$ cat src/rtl/periph_xbar.sv
`default_nettype none
// ============================================================================
// Module   : periph_xbar
// Purpose  : Registered MMIO crossbar from the CPU data port to NUM_SLOTS
//            peripheral slots, with a wait-state watchdog and error register bank.
// Revision : 1.0 - initial release
// ============================================================================
module periph_xbar #(
    parameter int         NUM_SLOTS = 4,
    parameter int         TIMEOUT   = 255,
    parameter logic [3:0] ERR_SLOT  = 4'hE
) (
    input  logic                      clk,
    input  logic                      rst,
    input  logic [15:0]               addr,
    input  logic                      sel,
    input  logic                      we,
    input  logic                      re,
    input  logic [15:0]               wdata,
    output logic [15:0]               rdata,
    output logic                      rdy,
    output logic                      err,
    output logic [NUM_SLOTS-1:0]      s_sel,
    output logic                      s_we,
    output logic                      s_re,
    output logic [7:0]                s_addr,
    output logic [15:0]               s_wdata,
    input  logic [16*NUM_SLOTS-1:0]   s_rdata,
    input  logic [NUM_SLOTS-1:0]      s_rdy,
    output logic                      err_irq
);

    localparam int            TW      = $clog2(TIMEOUT + 1);
    localparam logic [TW-1:0] T_LAST  = TW'(TIMEOUT - 1);
    localparam logic [4:0]    N_SLOTS = 5'(NUM_SLOTS);

    typedef enum logic [1:0] {
        ST_IDLE   = 2'd0,
        ST_ACTIVE = 2'd1,
        ST_RESP   = 2'd2
    } state_t;

    state_t                 state_q;
    logic [TW-1:0]          timer_q;
    logic [15:0]            addr_q;
    logic                   we_q;
    logic [NUM_SLOTS-1:0]   s_sel_q;
    logic                   s_we_q;
    logic                   s_re_q;
    logic [7:0]             s_addr_q;
    logic [15:0]            s_wdata_q;
    logic [15:0]            rdata_q;
    logic                   rdy_q;
    logic                   err_q;
    logic [7:0]             errstat_q;
    logic [7:0]             errstat_d;
    logic [15:0]            erraddr_q;
    logic [15:0]            erraddr_d;
    logic                   err_irq_q;

    logic                   w_req;
    logic [3:0]             w_field;
    logic                   w_is_slot;
    logic                   w_is_int;
    logic [NUM_SLOTS-1:0]   w_dec_oh;
    logic                   w_slot_hit;
    logic [15:0]            w_slot_data;
    logic                   w_timeout;
    logic                   w_dec_err;
    logic                   w_clr;
    logic [15:0]            w_int_rd;
    logic [15:0]            w_err_addr;

    assign w_req     = sel & (we | re);
    assign w_field   = addr[11:8];
    assign w_is_slot = ({1'b0, w_field} < N_SLOTS);
    assign w_is_int  = (w_field == ERR_SLOT);

    always_comb begin
        w_dec_oh = '0;
        for (int k = 0; k < NUM_SLOTS; k++) begin
            w_dec_oh[k] = (w_field == 4'(k));
        end
    end

    // s_sel_q is one-hot, so an AND-OR mux picks the active slot's data.
    always_comb begin
        w_slot_data = '0;
        for (int k = 0; k < NUM_SLOTS; k++) begin
            if (s_sel_q[k]) begin
                w_slot_data = w_slot_data | s_rdata[16*k +: 16];
            end
        end
    end

    assign w_slot_hit = |(s_rdy & s_sel_q);
    assign w_timeout  = (state_q == ST_ACTIVE) && !w_slot_hit && (timer_q == T_LAST);
    assign w_dec_err  = (state_q == ST_IDLE) && w_req && !w_is_slot && !w_is_int;
    assign w_clr      = (state_q == ST_IDLE) && w_req && !w_is_slot && w_is_int
                        && we && (addr[3:1] == 3'd0);
    assign w_err_addr = w_timeout ? addr_q : addr;

    always_comb begin
        case (addr[3:1])
            3'd0:    w_int_rd = {8'h00, errstat_q};
            3'd1:    w_int_rd = erraddr_q;
            default: w_int_rd = 16'h0000;
        endcase
    end

    // Only the first error is recorded; later ones just flag overflow.
    always_comb begin
        errstat_d = errstat_q;
        erraddr_d = erraddr_q;
        if (w_clr) begin
            errstat_d = 8'h00;
            erraddr_d = 16'h0000;
        end else if (w_dec_err || w_timeout) begin
            if (errstat_q[1:0] != 2'b00) begin
                errstat_d[2] = 1'b1;
            end else begin
                errstat_d = {w_err_addr[11:8], 1'b0, 1'b0, w_timeout, w_dec_err};
                erraddr_d = w_err_addr;
            end
        end
    end

    always_ff @(posedge clk or posedge rst) begin
        if (rst) begin
            state_q   <= ST_IDLE;
            timer_q   <= '0;
            addr_q    <= '0;
            we_q      <= 1'b0;
            s_sel_q   <= '0;
            s_we_q    <= 1'b0;
            s_re_q    <= 1'b0;
            s_addr_q  <= '0;
            s_wdata_q <= '0;
            rdata_q   <= '0;
            rdy_q     <= 1'b0;
            err_q     <= 1'b0;
            errstat_q <= '0;
            erraddr_q <= '0;
            err_irq_q <= 1'b0;
        end else begin
            rdy_q     <= 1'b0;
            errstat_q <= errstat_d;
            erraddr_q <= erraddr_d;
            err_irq_q <= |errstat_d[1:0];
            case (state_q)
                ST_IDLE: begin
                    if (w_req) begin
                        addr_q    <= addr;
                        we_q      <= we;
                        s_addr_q  <= addr[7:0];
                        s_wdata_q <= wdata;
                        if (w_is_slot) begin
                            state_q <= ST_ACTIVE;
                            s_sel_q <= w_dec_oh;
                            s_we_q  <= we;
                            s_re_q  <= re;
                            timer_q <= '0;
                        end else if (w_is_int) begin
                            state_q <= ST_RESP;
                            rdy_q   <= 1'b1;
                            err_q   <= 1'b0;
                            rdata_q <= we ? 16'h0000 : w_int_rd;
                        end else begin
                            state_q <= ST_RESP;
                            rdy_q   <= 1'b1;
                            err_q   <= 1'b1;
                            rdata_q <= 16'h0000;
                        end
                    end
                end
                ST_ACTIVE: begin
                    if (w_slot_hit || (timer_q == T_LAST)) begin
                        state_q <= ST_RESP;
                        rdy_q   <= 1'b1;
                        err_q   <= !w_slot_hit;
                        rdata_q <= (w_slot_hit && !we_q) ? w_slot_data : 16'h0000;
                        s_sel_q <= '0;
                        s_we_q  <= 1'b0;
                        s_re_q  <= 1'b0;
                    end else if (timer_q != '1) begin
                        timer_q <= timer_q + TW'(1);
                    end
                end
                ST_RESP: begin
                    state_q <= ST_IDLE;
                    err_q   <= 1'b0;
                    rdata_q <= 16'h0000;
                end
                default: begin
                    state_q <= ST_IDLE;
                end
            endcase
        end
    end

    assign rdata   = rdata_q;
    assign rdy     = rdy_q;
    assign err     = err_q;
    assign s_sel   = s_sel_q;
    assign s_we    = s_we_q;
    assign s_re    = s_re_q;
    assign s_addr  = s_addr_q;
    assign s_wdata = s_wdata_q;
    assign err_irq = err_irq_q;

endmodule
`default_nettype wire

$ cat config.mk
export PLATFORM = sky130hd
export DESIGN_NAME = periph_xbar
export DESIGN_NICKNAME = d
export VERILOG_FILES = /design/src/rtl/periph_xbar.sv
export SDC_FILE = /design/constraint.sdc
export NUM_CORES = 1
export LEC_CHECK = 0
export CORE_ASPECT_RATIO = 1.75
export CORE_UTILIZATION = 50
export DETAILED_ROUTE_END_ITERATION = 8
export PLACE_DENSITY = 0.84
export SLEW_MARGIN = 20
export SYNTH_ARGS = -nofsm -noshare
export SYNTH_HDL_FRONTEND = slang
export SYNTH_SLANG_ARGS = --single-unit
$ cat constraint.sdc
create_clock -name clk -period 6.1 [get_ports clk]
set_input_delay 1.22 -clock clk [delete_from_list [all_inputs] [get_ports clk]]
set_output_delay 1.22 -clock clk [all_outputs]
set_load 0.1 [all_outputs]
==> metrics.yaml <==
run_status:
  status: "finished clean"
timing:
  finalHoldViolCount: 0
  final-setup-viol-count: 0
  final.min_clock_period_ps: 3615
  fmax_mhz: 276.6
  tightest_slew_ps: 1072
  rsz0062_at_grt: "no"
  relSlewSlack: 0.2836
  fin_skew_ps: 10.57
  tns_ps: 0
  layout_setup_ws_ps: 2485
  drv_slew: 0
  period_share: 0.5926
place:
  port_buffers: 153
  place_ws_ps: 2237
  hpwl_um: 9653
  routabilityCongestion: 0.8298
yosys:
  synthSimpleGateAreaFrac: 0.07962
  synthAdderAreaFrac: 0.01368
  ys_ff_latch: 91
  synth.area.mux_share: 0.1491
  ys_types: 48
  synthArstFlopShare: 1.000
  seq_area_frac_synth: 0.4979
  synth-compound-area-share: 0.2140
  syn_area_um2: 4573
  yosys_warnings: 0
  syn_avg_cell_area_um2: 11.70
  synth_flop_cell: "dfrtp_1"
  syn-num-nets: 501
  synth_cells: 391
  synth-edff-count: 0
  synth_top_family_by_area: "compound AO/OA/AOI/OAI gates"
  synth_xor_area_frac: 0
floorplan:
  rows: 45
  coreArea_um2: 8783
  die_y_um: 128.5
  die_width_um: 74.30
  start_util: 0.5207
  io_pins: 154
  die_area_um2: 9548
critical_path:
  cp_slowest_cell: "clkdlybuf4s50_1"
  startpoint: "s_sel[0]$_DFFE_PP0P_"
  worst_ep_required_time_ps: 4880
  start_kind: "flip-flop"
  critPathTopFamily: "buffers and inverters"
  slowest_delay_ps: 1260
  reg2reg_from: "state_q[1]$_DFFE_PP0P_"
  endpoint_kind: "primary output"
  worst-path-buf-inv: 1
  path_class: "reg2out"
  critPathArrivalTime_ps: 2390
  crit_chain: "clkdlybuf4s50_1"
  worst-path-max-fanout: 19
clocking:
  cts-htree-levels: 3
  ctsResizeCount: 0
  clk-insertion-delay-late_ps: 340
  cts_hold_buf: 0
  cts_sinks: 91
  cts_buffers: 9
  post-cts-setup-buffers: 0
  cts_tree: "built"
  cts_max_path_buffers: 2
  cts.clk_slew.worst_paths_ps: 60
  cts_root_buffer: "clkbuf_16"
detailed_routing:
  totalWireLength_um: 12880
  vias_per_cell: 5.957
  dr.pass1.iters: 4
  drc: 0
  drtIter0Drc: 229
  wire_per_inst_um: 19.88
  antenna_left: 0
  vias: 3860
global_routing:
  grt_start_max_net_pins: 64
  track_usage: 0.2761
  gr-total-overflow: 0
  grt_pass1_vias: 4050
  antenna_found_initial: 0
  grt_pass1_wl_um: 19680
layout:
  fin_nets: 636
  syn_to_final_growth_pct: 40.05
  antenna_cells: 0
  final.fill_count: 623
  layout-drive-gt1-share: 0.1262
power:
  ir_drop_mv: 0.5916
  leakage_uw: 0.002604
  p_per_area_nw_per_um2: 471.8
hold_path:
  min_from: "erraddr_q[11]$_DFFE_PP0P_"
  hp-class: "reg2reg"
run:
  timing.max_cap.violations: 0
-- sequential cells by signal (all words and copies together), names as in the netlist --
name       cells
addr_q        16
erraddr_q     16
rdata         16
s_wdata       16
timer_q        8
errstat_q      7
s_sel          4
state_q        2
err            1
err_irq        1
rdy            1
s_re           1
s_we           1
we_q           1
-- cell usage in the layout (no fill, tap or decap), types with 3 or more instances in the layout --
cell             count
a21o_1               8
a21oi_1              7
a221oi_1            16
a22o_1              19
buf_4                3
clkbuf_16            9
clkdlybuf4s50_1    153
dfrtp_1             91
ha_1                 5
inv_1                6
mux2_2              41
mux2i_1             22
nand2_1             18
nand3_1             11
nand4_1              3
nor2_1              12
nor3_1               3
o21a_1               6
o21ai_0             17
o22a_1               8
o2bb2ai_1           21
o31ai_1              8
or4_1                5
-- final cells by class --
| type | count | area [µm²] | share of cell area |
|---|---|---|---|
| multi-input combinational | 261 | 2087 | 0.3258 |
| clock buffer | 11 | 252.7 | 0.03946 |
| timing repair buffer | 156 | 1554 | 0.2426 |
| clock inverter | 5 | 60.06 | 0.009377 |
| inverter | 7 | 27.53 | 0.004298 |
| sequential | 91 | 2277 | 0.3555 |
| tap | 117 | 146.4 | 0.02286 |
-- cell families (layout without fill, tap and decap cells) --
kind of cell,count (synthesis),after routing
AO/OA/AOI/OAI,125,125
adder cells (fa/ha/maj),5,5
buffers and inverters,39,179
flip-flops,91,91
multiplexers,63,63
AND/OR/NAND/NOR,68,68
-- final timing paths --
path	endpoint	slack [ps]	cells after the start
min in group asynchronous	s_wdata[5]$_DFFE_PP0N_	1210	2
setup reg to reg	erraddr_q[10]$_DFFE_PP0P_	3130	7
hold reg to reg	erraddr_q[11]$_DFFE_PP0P_	480	1
setup / recovery	s_sel[0]	2490	1
hold / removal	erraddr_q[11]$_DFFE_PP0P_	480	1
max in group asynchronous	erraddr_q[15]$_DFFE_PP0P_	3710	3
-- power breakdown --
part / switching [µW] / leakage [µW] / total, µW / internal [µW]
clock network: 235 / 0.000152 / 576 / 341
registers: 163 / 0.00115 / 967 / 804
logic: 1020 / 0.00130 / 1480 / 462
total: 1410 / 0.00260 / 3020 / 1610
-- per-stage QoR --
step           instance area (µm²)    util  power [µW]  cells  hold WS (ps)
2_1_floorplan                 4573       -        2080    391         448.8
5_1_grt                       6405  0.7292        3127    648         502.6
3_3_place_gp                  6092  0.6936        2413    632         461.9
6_report                      6405  0.7292        3022    648         479.5
4_1_cts                       6405  0.7292        3029    648         483.8
3_5_place_dp                  6092  0.6936        2447    632         471.1
-- per-layer routing --
layer	part of all wire	track usage	wire, µm
met3	0.069	0.06343	895
met5	0	0	0
met1	0.36	0.2811	4580
met4	0.040	0.1487	517
met2	0.53	0.5043	6889
-- synth_stat cells, types with 2 or more instances --
master | n | share of area
or3_1 | 2 | 0.0027
o21ai_0 | 17 | 0.019
dfrtp_1 | 91 | 0.50
a221oi_1 | 16 | 0.031
inv_1 | 7 | 0.0057
o22a_1 | 8 | 0.015
and4b_1 | 2 | 0.0044
nor4_1 | 2 | 0.0027
o31a_1 | 2 | 0.0038
nand3_1 | 11 | 0.012
nor2_1 | 12 | 0.0098
o211ai_2 | 2 | 0.0055
buf_6 | 2 | 0.0049
nand4b_1 | 2 | 0.0038
ha_1 | 5 | 0.014
o31ai_1 | 8 | 0.013
a21o_1 | 8 | 0.013
a22oi_1 | 2 | 0.0033
buf_2 | 8 | 0.0088
or4_1 | 5 | 0.0082
o21ai_1 | 2 | 0.0022
buf_1 | 3 | 0.0025
mux2_2 | 41 | 0.10
nand2_1 | 18 | 0.015
buf_4 | 10 | 0.016
clkbuf_1 | 9 | 0.0074
nor3_1 | 3 | 0.0033
o2bb2ai_1 | 21 | 0.040
a22o_1 | 19 | 0.036
mux2i_1 | 22 | 0.048
nand4_1 | 3 | 0.0041
a21oi_1 | 7 | 0.0077
o21a_1 | 6 | 0.0098
(Power assumes the default switching activity.)
